**config.mk**
```make
export PLATFORM = sky130hd
export DESIGN_NAME = aer_spike_encoder_flat
export DESIGN_NICKNAME = d
export VERILOG_FILES = /design/src/rtl/aer_spike_encoder_if.sv /design/src/rtl/aer_spike_encoder.sv /design/src/flat_wrapper.sv
export SDC_FILE = /design/constraint.sdc
export NUM_CORES = 1
export LEC_CHECK = 0
export ABC_AREA = 1
export BUFFER_PORTS_ARGS = -buffer_cell sky130_fd_sc_hd__buf_4
export CAP_MARGIN = 20
export CORE_UTILIZATION = 61
export DETAILED_ROUTE_END_ITERATION = 10
export PLACE_DENSITY = 0.9
export SETUP_SLACK_MARGIN = 0.02
export SLEW_MARGIN = 20
export SYNTH_ARGS = -nofsm -noshare
export SYNTH_HDL_FRONTEND = slang
export SYNTH_SLANG_ARGS = --single-unit
```
**constraint.sdc**
```tcl
create_clock -name clk -period 5.46 [get_ports clk]
set_input_delay 1.092 -clock clk [delete_from_list [all_inputs] [get_ports clk]]
set_output_delay 1.092 -clock clk [all_outputs]
set_load 0.01 [all_outputs]
```
**src/rtl/aer_spike_encoder_if.sv**
```systemverilog
// rtl/aer_spike_encoder_if.sv - spike vector in, address-event out bundle for aer_spike_encoder
interface aer_spike_encoder_if #(
  parameter int ADDR_WIDTH    = 4,
  parameter int NUM_NEURONS   = 16,
  parameter int OVF_CNT_WIDTH = 8
);
  logic [NUM_NEURONS-1:0]   spike_vec;
  logic                     out_ready;
  logic                     spike_out;
  logic [ADDR_WIDTH-1:0]    source_id;
  logic                     busy;
  logic                     overflow;
  logic [OVF_CNT_WIDTH-1:0] ovf_count;

  // encoder side
  modport master (
    input  spike_vec,
    input  out_ready,
    output spike_out,
    output source_id,
    output busy,
    output overflow,
    output ovf_count
  );

  // neuron array / axon router side
  modport slave (
    output spike_vec,
    output out_ready,
    input  spike_out,
    input  source_id,
    input  busy,
    input  overflow,
    input  ovf_count
  );
endinterface

```
**src/rtl/aer_spike_encoder.sv**
```systemverilog
// rtl/aer_spike_encoder.sv - round-robin AER serializer of a parallel spike vector; AER_OVF_CNT_EN adds a saturating overflow counter
module aer_spike_encoder #(
  parameter int ADDR_WIDTH    = 4,
  parameter int NUM_NEURONS   = 16,
  parameter int OVF_CNT_WIDTH = 8
) (
  input  logic                 clk,
  input  logic                 rst,
  aer_spike_encoder_if.master  bus
);

  logic [NUM_NEURONS-1:0] pending;
  logic [ADDR_WIDTH-1:0]  ptr;
  logic                   spike_out_q;
  logic [ADDR_WIDTH-1:0]  source_id_q;
  logic                   overflow_q;

  logic [NUM_NEURONS-1:0] req_hi;
  logic [NUM_NEURONS-1:0] search_vec;
  logic                   grant_valid;
  logic [ADDR_WIDTH-1:0]  grant_idx;
  logic [NUM_NEURONS-1:0] grant_onehot;
  logic [NUM_NEURONS-1:0] pending_next;
  logic                   ovf_hit;

  // Round-robin pick: lowest pending bit at or above ptr, else lowest pending bit overall.
  always_comb begin
    req_hi = '0;
    for (int i = 0; i < NUM_NEURONS; i++) begin
      req_hi[i] = pending[i] && (ADDR_WIDTH'(i) >= ptr);
    end
    search_vec  = (|req_hi) ? req_hi : pending;
    grant_valid = bus.out_ready && (|pending);
    grant_idx   = '0;
    for (int i = NUM_NEURONS - 1; i >= 0; i--) begin
      if (search_vec[i]) grant_idx = ADDR_WIDTH'(i);
    end
  end

  // Clear the granted bit, merge new arrivals and flag collisions on ungranted pending bits.
  always_comb begin
    grant_onehot = '0;
    for (int i = 0; i < NUM_NEURONS; i++) begin
      grant_onehot[i] = grant_valid && (grant_idx == ADDR_WIDTH'(i));
    end
    pending_next = (pending & ~grant_onehot) | bus.spike_vec;
    ovf_hit      = |(bus.spike_vec & pending & ~grant_onehot);
  end

  // Pending register, pointer and registered event/overflow outputs.
  always_ff @(posedge clk or posedge rst) begin
    if (rst) begin
      pending     <= '0;
      ptr         <= '0;
      spike_out_q <= 1'b0;
      source_id_q <= '0;
      overflow_q  <= 1'b0;
    end else begin
      pending     <= pending_next;
      spike_out_q <= grant_valid;
      overflow_q  <= ovf_hit;
      if (grant_valid) begin
        source_id_q <= grant_idx;
        ptr         <= (grant_idx == ADDR_WIDTH'(NUM_NEURONS - 1)) ? '0 : grant_idx + ADDR_WIDTH'(1);
      end
    end
  end

`ifdef AER_OVF_CNT_EN
  logic [OVF_CNT_WIDTH-1:0] ovf_count_q;

  // Saturating count of edges that raised overflow.
  always_ff @(posedge clk or posedge rst) begin
    if (rst) begin
      ovf_count_q <= '0;
    end else if (ovf_hit && (ovf_count_q != {OVF_CNT_WIDTH{1'b1}})) begin
      ovf_count_q <= ovf_count_q + OVF_CNT_WIDTH'(1);
    end
  end

  assign bus.ovf_count = ovf_count_q;
`else
  assign bus.ovf_count = '0;
`endif

  assign bus.spike_out = spike_out_q;
  assign bus.source_id = source_id_q;
  assign bus.overflow  = overflow_q;
  assign bus.busy      = |pending;

endmodule

```
**src/flat_wrapper.sv**
```systemverilog
// flat-port wrapper written by rule: the top's interface ports become plain ports
module aer_spike_encoder_flat 
#(
  parameter int ADDR_WIDTH    = 4,
  parameter int NUM_NEURONS   = 16,
  parameter int OVF_CNT_WIDTH = 8
)
  (clk, rst, bus_spike_vec, bus_out_ready, bus_spike_out, bus_source_id, bus_busy, bus_overflow, bus_ovf_count);
  aer_spike_encoder_if #(.ADDR_WIDTH(ADDR_WIDTH), .NUM_NEURONS(NUM_NEURONS), .OVF_CNT_WIDTH(OVF_CNT_WIDTH)) bus_i ();
  input  logic clk;
  input  logic rst;
  input wire logic [$bits(bus_i.spike_vec)-1:0] bus_spike_vec;
  input wire logic [$bits(bus_i.out_ready)-1:0] bus_out_ready;
  output wire logic [$bits(bus_i.spike_out)-1:0] bus_spike_out;
  output wire logic [$bits(bus_i.source_id)-1:0] bus_source_id;
  output wire logic [$bits(bus_i.busy)-1:0] bus_busy;
  output wire logic [$bits(bus_i.overflow)-1:0] bus_overflow;
  output wire logic [$bits(bus_i.ovf_count)-1:0] bus_ovf_count;
  assign bus_i.spike_vec = bus_spike_vec;
  assign bus_i.out_ready = bus_out_ready;
  assign bus_spike_out = bus_i.spike_out;
  assign bus_source_id = bus_i.source_id;
  assign bus_busy = bus_i.busy;
  assign bus_overflow = bus_i.overflow;
  assign bus_ovf_count = bus_i.ovf_count;
  aer_spike_encoder #(.ADDR_WIDTH(ADDR_WIDTH), .NUM_NEURONS(NUM_NEURONS), .OVF_CNT_WIDTH(OVF_CNT_WIDTH)) u_core (.clk(clk), .rst(rst), .bus(bus_i));
endmodule
```
== Word-level counts from Yosys, hierarchy flattened ==
Index checks and enable logic that the tools add are counted.

* Flip-flop bits (word level): 26
* Input bits: 19
* Memory bits (read-only): 0
* Bits in latches: 0
* RAM bits: 0
* Memories: 0

* Shift-type cells: 0
* Equal/unequal tests: 15
* Bitwise logic cells: 5
* Div/mod/pow operators: 0
* $lt $le $gt $ge: 16
* Reduce and logical (&&, ||, !) cells: 37
* Add/subtract/negate cells: 1
* Multipliers: 0
* Muxes and demuxes: 18

{| class="wikitable"
|+ Operator list
! kind !! number
|-
| two-way mux 4 bit || 17
|-
| bitwise AND 16 bit || 3
|-
| OR reduction 16 bit || 3
|-
| logical AND 1 bit || 33
|-
| == test 4 bit, second input constant || 8
|-
| >= comparator 4 bit, first input constant || 8
|-
| == test 4 x 3 -> 1 bit, second input constant || 4
|-
| >= comparator 3 x 4 -> 1 bit, first input constant || 4
|-
| two-way mux 16 bit || 1
|-
| inverter 16 bit || 1
|-
| bitwise OR 16 bit || 1
|-
| == test 4 x 2 -> 1 bit, second input constant || 2
|-
| >= comparator 1 x 4 -> 1 bit, first input constant || 2
|-
| >= comparator 2 x 4 -> 1 bit, first input constant || 2
|-
| adder 4 x 1 -> 4 bit, second input constant || 1
|-
| == test 4 x 1 -> 1 bit, second input constant || 1
|-
| logical NOT 4 bit || 1
|}

== Longest topological paths before layout ==
Gate-level depths: netlist of run 1.

* Word-level depth: 25
* Gate-level depth with buffers: 35

== Worst setup path before layout of run 1 ==
Ideal clock, no wire load.

* Path kind: flip-flop to flip-flop
* Start point: reg u_core.ptr[3]
* End point: reg u_core.overflow_q, in the netlist u_core.bus.overflow
* Setup slack: 2.505 ns
* Data arrival time: 2.837 ns
* Setup time: 0.119 ns
* Required time: 5.341 ns
* Cell stages (with the launch flop): 35
* Period minus slack after synthesis: 2.955 ns
* Cells stage by stage: dfrtp_1 buf_4 nor2_2 inv_2 nor2_2 nor2_1 nand2_1 nor2_2 nand2_4 inv_4 a21oi_1 nand2_1 nand2_1 nand2_1 nand2_1 nand2_1 nand2_1 nand2_1 nand2_1 nand2_1 nand2_1 nand2_1 nand2_1 nand2_1 inv_1 ha_1 inv_1 nor2_1 nand2_1 nand2_1 inv_1 nand2_1 nand4_1 nor2_1 nand2_1

* Word-level cells in the longest chain between the ends: 25
* Elaborated cells on any way between the ends: 85

{| class="wikitable"
|+ Ends and longest elaborated chain
! what !! RTL line !! text
|-
| start: declaration || aer_spike_encoder.sv:13 || <nowiki>logic [ADDR_WIDTH-1:0] ptr;</nowiki>
|-
| start signal: assignment || aer_spike_encoder.sv:64 || <nowiki>ptr <= (grant_idx == ADDR_WIDTH'(NUM_NEURONS - 1)) ? '0 : grant_idx + ADDR_WIDTH'(1);</nowiki>
|-
| >= comparator 1 x 4 -> 1 bit (tied with other cells) || aer_spike_encoder.sv:30 || <nowiki>req_hi[i] = pending[i] && (ADDR_WIDTH'(i) >= ptr);</nowiki>
|-
| logical AND 1 bit || aer_spike_encoder.sv:30 ||
|-
| OR reduction 16 bit || aer_spike_encoder.sv:32 || <nowiki>search_vec = (|req_hi) ? req_hi : pending;</nowiki>
|-
| two-way mux 16 bit (*) || aer_spike_encoder.sv:32 ||
|-
| two-way mux 4 bit (15 in a row) || aer_spike_encoder.sv:36 || <nowiki>if (search_vec[i]) grant_idx = ADDR_WIDTH'(i);</nowiki>
|-
| two-way mux 4 bit (*) || aer_spike_encoder.sv:36 ||
|-
| via u_core.grant_idx[0] || aer_spike_encoder.sv:21 || <nowiki>logic [ADDR_WIDTH-1:0] grant_idx;</nowiki>
|-
| == test 4 x 1 -> 1 bit (tied with other cells) || aer_spike_encoder.sv:44 || <nowiki>grant_onehot[i] = grant_valid && (grant_idx == ADDR_WIDTH'(i));</nowiki>
|-
| logical AND 1 bit || aer_spike_encoder.sv:44 ||
|-
| inverter 16 bit (*) || aer_spike_encoder.sv:47 || <nowiki>ovf_hit = |(bus.spike_vec & pending & ~grant_onehot);</nowiki>
|-
| bitwise AND 16 bit (*) || aer_spike_encoder.sv:47 ||
|-
| OR reduction 16 bit (*) || aer_spike_encoder.sv:47 ||
|-
| via u_core.ovf_hit || aer_spike_encoder.sv:24 || <nowiki>logic ovf_hit;</nowiki>
|-
| end signal: assignment || aer_spike_encoder.sv:61 || <nowiki>overflow_q <= ovf_hit;</nowiki>
|-
| end: declaration || aer_spike_encoder.sv:16 || <nowiki>logic overflow_q;</nowiki>
|}

The timed path passes the listed nets; every way through them passes the cells marked *.
A chain may end at the register's enable or synchronous reset.

== Worst setup path in the final report of run 1 ==
Same ends and word-level chain as after synthesis.

==> reports/summary.txt, run 1 <==
Status - finished clean
Max VDD drop - 0.336 mV
RSZ-0062 raised after global routing - false
CP Launch Type - flop
Clock sinks - 26
Die height - 59.1 µm
Reg clk slew, reported paths - 140 ps
Cts hold-fix bufs - 0
Yosys reg bits - 26
Post-Syn Area - 1990 µm²
IO Port Bufs - 25
Gp weighted congestion - 0.891
I/O pins - 34
WS Path Type - reg -> reg
Net Sw Power - 0.377 mW
Rows - 20
Yosys top cell by area - dfrtp_1
Post-Synth Simple-Gate Area - 43.2%
Flop2flop setup slack - 1890 ps
Synth Area in Compound Gates - 7.16%
Hold WC Path Type - reg -> reg
Placed cells - 368
Post-CTS Setup Inserts - 0
EDFF count, synth - 0
Vias in the first global route - 1750
Fin crit period - 3570 ps
DR WL/cell - 11.9 µm
Reg-to-Reg Start - u_core.ptr[3]
Sequential area share after synthesis - 32.7%
P_int - 0.448 mW
Max Freq - 280 MHz
Ant. Diodes - 0
Count leader, synth - nand2_1
Cell leakage power - 1.25 nW
Hpwl dp - 3550 µm
Synth-to-Final Area Change - 12.6%
Combinational share of power - 51.1%
Final Cell Area - 2240 µm²
Sequential Power Share - 33.0%
Yosys warning count - 0
Ys async rst share - 100%
CTS tree - yes
Die W - 59.1 µm
Worst slew pin tran - 902 ps
Residual DRC count - 0
Nets - 352
Mux contribution to synthesized area - 0%
Slew margin rel. - 39.8%
Clk root buf - clkbuf_4
Max-cap viol count - 0
Clk_lat worst skew - 340 ps
Top-area cell type share of the netlist area - 32.7%
Area of the core - 3080 µm²
WHS - 498 ps
Clock Tree Buf Depth - 2
Crit path DAT - 3810 ps
Vias - 1889
Die footprint - 3500 µm²
Cells after Synth - 302
DRT Wirelength - 4420 µm
Initial DRC count - 100
Total GRT Usage - 28.8%
Slowest cell delay on critical path - 590 ps
Cts repair resizes - 0
Layout Cells excl Fill - 372
Layout Skew - 9.35 ps
Slowest-stage cell, CP - dfrtp_1
WP data required - 5710 ps
Final setup TNS - 0 ps
Switching portion of total power - 45.7%
Max-slew violations - 0
Crit. Startpoint - u_core.ptr[3]
Global route total overflow - 0
Final ANT Viol Nets - 0
Final hold vios - 0
Power Dens Cells - 368 nW/µm²
Initial antenna violation count - 0
Syn avg cell area - 6.60 µm²
Area contributors post-synth - dfrtp_1, nand2_1, inv_1
Post-layout util - 72.8%
Post-synthesis adder-cell area fraction - 2.51%
Main combinational cell family by area after synthesis - simple AND/OR/NAND/NOR gates
Post-DR vias/cell - 5.08
Dpl ws - 1970 ps
Worst setup margin - 1890 ps
Worst Setup End Kind - flop
Synth top cells by count - nand2_1, inv_1, nor2_1
Cts bufs inserted - 3
Initial Utilization - 64.7%
Period utilization - 65.3%
Crit-path max FO - 10
H-tree depth - 1
DRT Pass-1 Iters - 5
Ys flop type - dfrtp_1
First-pass GRT wire length - 7400 µm
Largest net degree at the start of global routing - 27
Most frequent CP cell - nand2_1
Netlist cell types - 33
Hold wc startpoint - u_core.bus.source_id[2]
Tot Pwr - 0.825 mW
Final setup vio count - 0
Placed Instance Area - 2190 µm²
Post-Synth XOR/XNOR Area - 0%
Layout cell share with drive strength beyond 1 - 16.8%
Clk pwr share - 16.0%
==> power groups by stage <==
stage / Clock, mW / Combinational (mW) / Sequential [mW]
floorplan: 0 / 0.311 / 0.263
global placement: 0 / 0.392 / 0.271
detailed placement: 0 / 0.407 / 0.273
CTS: 0.132 / 0.415 / 0.270
global route: 0.141 / 0.478 / 0.276
finish: 0.132 / 0.422 / 0.272
==> cells by family after synthesis <==
kind of cell / after synthesis
AND/OR/NAND/NOR: 180
buffers and inverters: 65
AO/OA/AOI/OAI: 26
flip-flops: 26
adder cells (fa/ha/maj): 4
other: 1
==> worst paths after layout <==
| kind | end | cells after the start |
|---|---|---|
| max in group asynchronous | u_core.bus.spike_out | 2 |
| worst min-delay path | u_core.bus.source_id[2] | 2 |
| worst max-delay path | u_core.bus.overflow | 34 |
| min in group asynchronous | u_core.pending[5] | 2 |
| worst min register to register | u_core.bus.source_id[2] | 2 |
| worst max register to register | u_core.bus.overflow | 34 |
==> worst max-delay path, delay by kind of cell, from the launching register on <==
kind	cells	cell delay (ps)
and+or+nand+nor	29	2380
buffers and inverters	4	270
DFF	1	590
adders and majority gates	1	200
==> registers in the layout (all words and copies together) (netlist names) <==
name                  flops
u_core.pending           16
u_core.bus.source_id      4
u_core.ptr                4
u_core.bus.overflow       1
u_core.bus.spike_out      1
==> placed cells by master, fill, tap and decap left out <==
| cell type | synthesis | routed |
|---|---|---|
| nand2_4 | 4 | 4 |
| inv_1 | 48 | 48 |
| nor4_1 | 2 | 2 |
| nand3b_4 | 1 | 1 |
| conb_1 | 1 | 8 |
| buf_4 | 9 | 25 |
| nor2_2 | 4 | 4 |
| dfrtp_1 | 26 | 26 |
| inv_4 | 1 | 1 |
| or2_2 | 4 | 4 |
| a22oi_1 | 2 | 2 |
| and2_0 | 1 | 1 |
| o21ai_1 | 5 | 5 |
| o21bai_1 | 1 | 1 |
| nor2_1 | 29 | 29 |
| nand2_2 | 1 | 1 |
| nand3_1 | 11 | 11 |
| o21ai_0 | 7 | 7 |
| nor2_4 | 4 | 4 |
| clkinv_1 | 1 | 1 |
| and2_4 | 1 | 1 |
| or2_1 | 11 | 11 |
| inv_2 | 4 | 4 |
| ha_1 | 4 | 4 |
| bufinv_16 | 0 | 1 |
| clkinv_4 | 1 | 1 |
| a21oi_1 | 9 | 9 |
| a21o_1 | 1 | 1 |
| nor3_1 | 2 | 2 |
| nand2_1 | 98 | 98 |
| nand3_4 | 1 | 1 |
| clkbuf_4 | 0 | 3 |
| nand4_1 | 6 | 6 |
| o21a_1 | 1 | 1 |
==> metal layers <==
layer	track usage, %	wire length, µm
met5	0	0
met4	15.6	122
met3	3.28	270
met2	46.6	2130
met1	37.9	1900
==> cell type report <==
type	count	area, µm²
clock buffers	3	22.5
clock inverters	1	30.0
fillers	243	836
inverters	55	214
multi-input cells	218	1080
flip-flops and latches	26	651
well taps	44	55.1
repair buffers	25	188
(Power assumes the default switching activity.)
==> run 2: changes to the inputs <==
- ABC_AREA: 1 -> 0
- CORE_UTILIZATION: 61 -> 51
- PLACE_DENSITY: 0.9 -> 0.8
- clock period: 5.46 -> 2.9 ns (I/O delays scaled with it)
==> run 2 against run 1 <==
  * Worst hold slack worse by 240 ps
  * Area after synthesis is 6.3% higher
  * Highest routed layer unchanged
  * Clock skew hardly changed
  * The run now ends with setup timing left
  * Sequential power is 97% higher
  * Final area is 42% higher
  * Routed wire length is 89% higher
  * Die area is 26% higher
  * Sequential share of layout area is 8.4 points lower
  * First-iteration DRC count is 130% higher
  * Utilization is 6.8 points higher
  * Critical path type unchanged
==> reports/summary.txt, run 2 <==
Ys async rst share - 100%
Slowest cell delay on critical path - 490 ps
Commonest cells after routing, fill and taps aside - buf_4, nand2_1, dfrtp_1, nor2_1, o21ai_0
Die height - 66.4 µm
Yosys warning count - 0
Final setup vio count - 15
Die W - 66.4 µm
Max VDD drop - 0.674 mV
Worst Setup End Kind - flop
Max-cap viol count - 0
Clock sinks - 26
Area contributors post-synth - dfrtp_1, o21ai_0, nand2_1
Worst R2R Path Depth - 14
EDFF count, synth - 0
CP Launch Type - flop
Reg clk slew, reported paths - 100 ps
Crit. Startpoint - u_core.ptr[1]
Global route total overflow - 0
Family with the most delay on the worst path - compound AO/OA/AOI/OAI gates
CTS tree - yes
Post-DR vias/cell - 6.34
Final setup TNS - -2210 ps
Failing checks - setup timing
Period utilization - 117%
Hpwl dp - 5580 µm
Sequential Power Share - 19.6%
P_int - 1.56 mW
Gp weighted congestion - 0.961
Net Sw Power - 1.17 mW
Final hold vios - 0
Crit path DAT - 3540 ps
DR WL/cell - 20.4 µm
Top-area cell type share of the netlist area - 30.7%
Cell leakage power - 1.35 nW
Initial DRC count - 226
Largest net degree at the start of global routing - 27
Clk pwr share - 11.2%
Status - finished with violations
DRT Wirelength - 8340 µm
Fin crit period - 3400 ps
Combinational share of power - 69.1%
Total GRT Usage - 36.1%
Yosys top cell by area - dfrtp_1
Largest Register - u_core.pending
Ys flop type - dfrtp_1
Sequential area share after synthesis - 30.7%
WP data required - 3030 ps
Initial antenna violation count - 0
Post-Syn Area - 2120 µm²
Clock Tree Buf Depth - 2
Residual DRC count - 0
Clk root buf - clkbuf_8
Tot Pwr - 2.73 mW
Count leader, synth - nand2_1
Die footprint - 4410 µm²
Rows - 23
Area of the core - 4000 µm²
Worst Path Buf+Inv - 3
Cts bufs inserted - 3
Switching portion of total power - 42.8%
Synth-to-Final Area Change - 50.4%
Synth top cells by count - nand2_1, o21ai_0, dfrtp_1
Hold WC Path Type - in -> async
Worst R2R End - u_core.bus.overflow
Initial Utilization - 53.0%
Worst setup margin - -504 ps
Yosys reg bits - 26
Slowest-stage cell, CP - dfrtp_2
Layout Skew - 9.29 ps
Crit-path max FO - 7
Syn avg cell area - 7.99 µm²
Flop2flop setup slack - -500 ps
First-pass GRT wire length - 11700 µm
Most common cell after layout, fill and taps aside - buf_4
Power Dens Cells - 857 nW/µm²
H-tree depth - 1
Clk_lat worst skew - 280 ps
Cells after Synth - 265
Post-layout util - 79.7%
Max-slew violations - 0
Max Freq - 294 MHz
I/O pins - 34
IO Port Bufs - 25
CP Cell Sequence - a21o_1, a221oi_4, and4b_4, and3_4, buf_8, o211a_1, nor3_2, a31o_4, ha_4, buf_4, buf_6, a31oi_1, nor4_2, nand4_1
Final ANT Viol Nets - 0
WS Path Type - reg -> reg
Reg-to-Reg Start - u_core.ptr[1]
Netlist cell types - 60
RSZ-0062 raised after global routing - true
Vias in the first global route - 2412
Largest register FFs - 16
Layout cell share with drive strength beyond 1 - 43.9%
Vias - 2585
Ant. Diodes - 0
Nets - 382
DRT Pass-1 Iters - 7
run 2: power by group through the flow:
stage | Combinational [mW] | Clock (mW) | Sequential [mW]
final | 1.89 | 0.307 | 0.536
after global routing | 1.98 | 0.317 | 0.538
after CTS | 1.58 | 0.305 | 0.524
after detailed placement | 1.41 | 0 | 0.542
after global placement | 1.38 | 0 | 0.539
after floorplan | 0.862 | 0 | 0.516
run 2: logic make-up (layout without fill, tap and decap cells):
kind of cell | Yosys count | in the layout | share of synthesized area [%]
compound gates | 95 | 95 | 31.7
xor+xnor | 1 | 1 | 0.414
fa+ha+maj | 4 | 4 | 2.36
buf+inv | 32 | 118 | 8.33
flops | 26 | 26 | 30.7
mux | 2 | 2 | 1.00
other cells | 1 | 8 | 0.177
simple gates | 104 | 104 | 25.3
run 2: layout make-up:
type                    count  area, µm²
clock buffers               3       41.3
clock inverters             1       30.0
fillers                   262        813
inverters                  11       46.3
multi-input cells         214       1520
flip-flops and latches     26        656
well taps                  50       62.6
repair buffers            103        831
run 2: worst register-to-register path: cells and delay by family (launching register included):
family                     cells  cell delay (ps)
AOI/OAI and AO/OA              5             1150
adders and majority gates      1              170
buffers and inverters          3              340
DFF                            1              490
and+or+nand+nor                5             1110
run 2: per-layer routing:
layer	global-route usage, %	vias to the layer above	share of wire, %
li1	-	1138	-
met1	47.6	1217	39
met2	59.2	180	46
met3	2.93	50	8.9
met4	17.6	0	6.0
met5	0	-	0
run 2: worst max-delay path by stage:
stage | cells past startpoint | slack, ps | to
floorplan | 17 | -160 | u_core.bus.overflow
global placement | 13 | -450 | u_core.bus.overflow
detailed placement | 16 | -480 | u_core.bus.overflow
CTS | 15 | -340 | u_core.bus.overflow
global route | 13 | -570 | u_core.bus.overflow
finish | 14 | -500 | u_core.bus.overflow
run 2: per-stage QoR:
stage | instances | hold slack, ps | setup WS (ps) | cell area (µm²)
after global placement | 387 | 465 | -447 | 2800
after CTS | 401 | 490 | -336 | 3020
after global routing | 408 | 275 | -567 | 3190
final | 408 | 254 | -504 | 3190
after floorplan | 272 | 516 | -161 | 2250
after detailed placement | 387 | 472 | -482 | 2800
run 2: timing repair:
| item | CTS | global route |
|---|---|---|
| endpoints found under the setup margin | 19 | 18 |
| buffers inserted | 11 | 6 |
| resized for setup | 31 | 27 |
| pin swaps | 17 | 11 |
| hold buffers | 0 | 0 |
==> run 3: changes to the inputs <==
- CORE_ASPECT_RATIO: unset -> 0.6
- CORE_UTILIZATION: 51 -> 41
- PLACE_DENSITY: 0.8 -> 0.67
==> run 3 against run 2 <==
  * Routed wire length shrank 6.3%
  * Combinational power up 9%
  * Clock-buffer cell count is 1 higher
  * Via count down 2.5%
  * Non-clock buffer count increased by 5
  * Clock power fell by 20%
  * Utilization is 12 points lower
  * Die area rose by 24%
  * Sequential share of layout area is 0.37 points lower
  * Worst hold slack gained 100 ps
  * Global-route usage fell by 5.7 points
  * First-iteration DRC count grew 19%
  * The run still ends with setup timing left
==> reports/summary.txt, run 3 (same netlist as run 2, synthesis figures left out) <==
Status - finished with violations
Failing checks - setup timing
DRT Wirelength - 7820 µm
Max VDD drop - 0.912 mV
First-pass GRT wire length - 12500 µm
Synth-to-Final Area Change - 52.9%
Most common cell after layout, fill and taps aside - buf_4
WL met3 - 835 µm
Commonest cells after routing, fill and taps aside - buf_4, nand2_1, dfrtp_1, o21ai_0, nor2_1
Hpwl dp - 6010 µm
Clk root buf - clkbuf_8
Final setup TNS - -1960 ps
Crit path DAT - 3520 ps
I/O pins - 34
Power Dens Cells - 871 nW/µm²
Fin crit period - 3360 ps
Filler Cell Count - 378
DR WL/cell - 18.3 µm
H-tree depth - 1
Clock sinks - 26
Initial Utilization - 44.6%
Reg clk slew, reported paths - 100 ps
Clock Tree Buf Depth - 2
Cts bufs inserted - 3
Die W - 94.8 µm
Crit-path max FO - 6
Vias - 2521
Initial antenna violation count - 0
Largest register FFs - 16
Die height - 57.7 µm
Nets - 387
Initial DRC count - 269
Layout cell share with drive strength beyond 1 - 45.5%
Top routing layer in use - met4
Vias in the first global route - 2466
CP Launch Type - flop
Post-DR vias/cell - 5.92
Rows - 19
Residual DRC count - 0
Slowest-stage cell, CP - dfrtp_2
Largest Register - u_core.pending
Slowest cell delay on critical path - 430 ps
Cell leakage power - 1.37 nW
Area of the core - 4750 µm²
IO Port Bufs - 25
CP Depth - 16
Worst R2R Path Depth - 16
Worst Path Buf+Inv - 2
Max Freq - 297 MHz
RSZ-0062 raised after global routing - true
Hold WC Path Type - in -> async
DRT Pass-1 Iters - 5
Post-layout util - 68.1%
WS Path Type - reg -> reg
Global route total overflow - 0
CP Cell Sequence - buf_6, or2_4, a221oi_2, and4b_4, and3_4, o211a_1, nor3_2, a31o_4, buf_6, ha_4, o22ai_2, nor2_1, o21ai_1, a221oi_2, and4_1, nand4_1
Final setup vio count - 15
Die footprint - 5470 µm²
Largest net degree at the start of global routing - 27
Clk_lat worst skew - 270 ps
Worst Setup End Kind - flop
Max-cap viol count - 0
Layout Skew - 4.58 ps
Max-slew violations - 0
Period utilization - 116%
Met1 WL - 3670 µm
Metal2 WL - 3150 µm
WP data required - 3050 ps
Gp weighted congestion - 0.952
Family with the most delay on the worst path - simple AND/OR/NAND/NOR gates
Worst setup margin - -462 ps
Total GRT Usage - 30.4%
Cts hold-fix bufs - 0
Ant. Diodes - 0
Final ANT Viol Nets - 0
Final hold vios - 0
CTS tree - yes
-- run 3: changes by cell type in the layout (fill, tap and decap cells not counted), sizes merged --
cell    previous run  this run
clkinv             1         0
buf              103       108
clkbuf             3         4
inv               10        11
bufinv             1         0
-- run 3: power breakdown --
group          leakage, nW  total (mW)  internal [mW]  switching (mW)
Combinational         1.08        2.06           1.05            1.01
Clock               0.0288       0.245          0.122           0.123
Sequential           0.261       0.514          0.442          0.0717
Total                 1.37        2.82           1.62            1.20
-- run 3: metal layers --
| metal | global-route usage, % | up-vias |
|---|---|---|
| met1 | 46.3 | 1205 |
| met3 | 8.92 | 23 |
| met5 | 0 | - |
| met4 | 6.06 | 0 |
| li1 | - | 1151 |
| met2 | 42.4 | 142 |
-- run 3: worst min-delay path, stage by stage --
cell	delay, ps
buf_4	100
inv_1	40
buf_4	320
-- run 3: area by class of cell --
type / instances / area, µm² / area share (%)
clock buffer: 4 / 55.1 / 1.70
inverter: 11 / 46.3 / 1.43
multi-input combinational: 214 / 1540 / 47.7
sequential: 26 / 654 / 20.2
tap: 63 / 78.8 / 2.43
timing repair buffer: 108 / 861 / 26.6
-- run 3: path summary, 6_finish.rpt --
path                       slack (ps)                     from                       to
max                              -460            u_core.ptr[1]      u_core.bus.overflow
min                               350                      rst     u_core.bus.spike_out
max reg2reg                      -460            u_core.ptr[1]      u_core.bus.overflow
min reg2reg                       510  u_core.bus.source_id[2]  u_core.bus.source_id[2]
max in group asynchronous        2270                      rst            u_core.ptr[2]
min in group clk                  490        bus_spike_vec[13]       u_core.pending[13]
-- run 3: timing repair --
action / 4_1_cts / 5_1_grt
buffers inserted: 8 / 5
resized for setup: 30 / 29
endpoints found under the setup margin: 19 / 23
gates cloned: 0 / 0
pin swaps: 16 / 18
-- run 3: stage by stage --
stage	total power, mW	instance area, µm²	cells	setup slack, ps	hold WS [ps]
4_1_cts	2.58	3120	423	-344	364
3_5_place_dp	2.09	2900	411	-545	481
2_1_floorplan	1.38	2250	272	-161	516
6_report	2.82	3240	426	-462	355
5_1_grt	2.98	3240	426	-585	402
3_3_place_gp	2.10	2900	411	-554	466
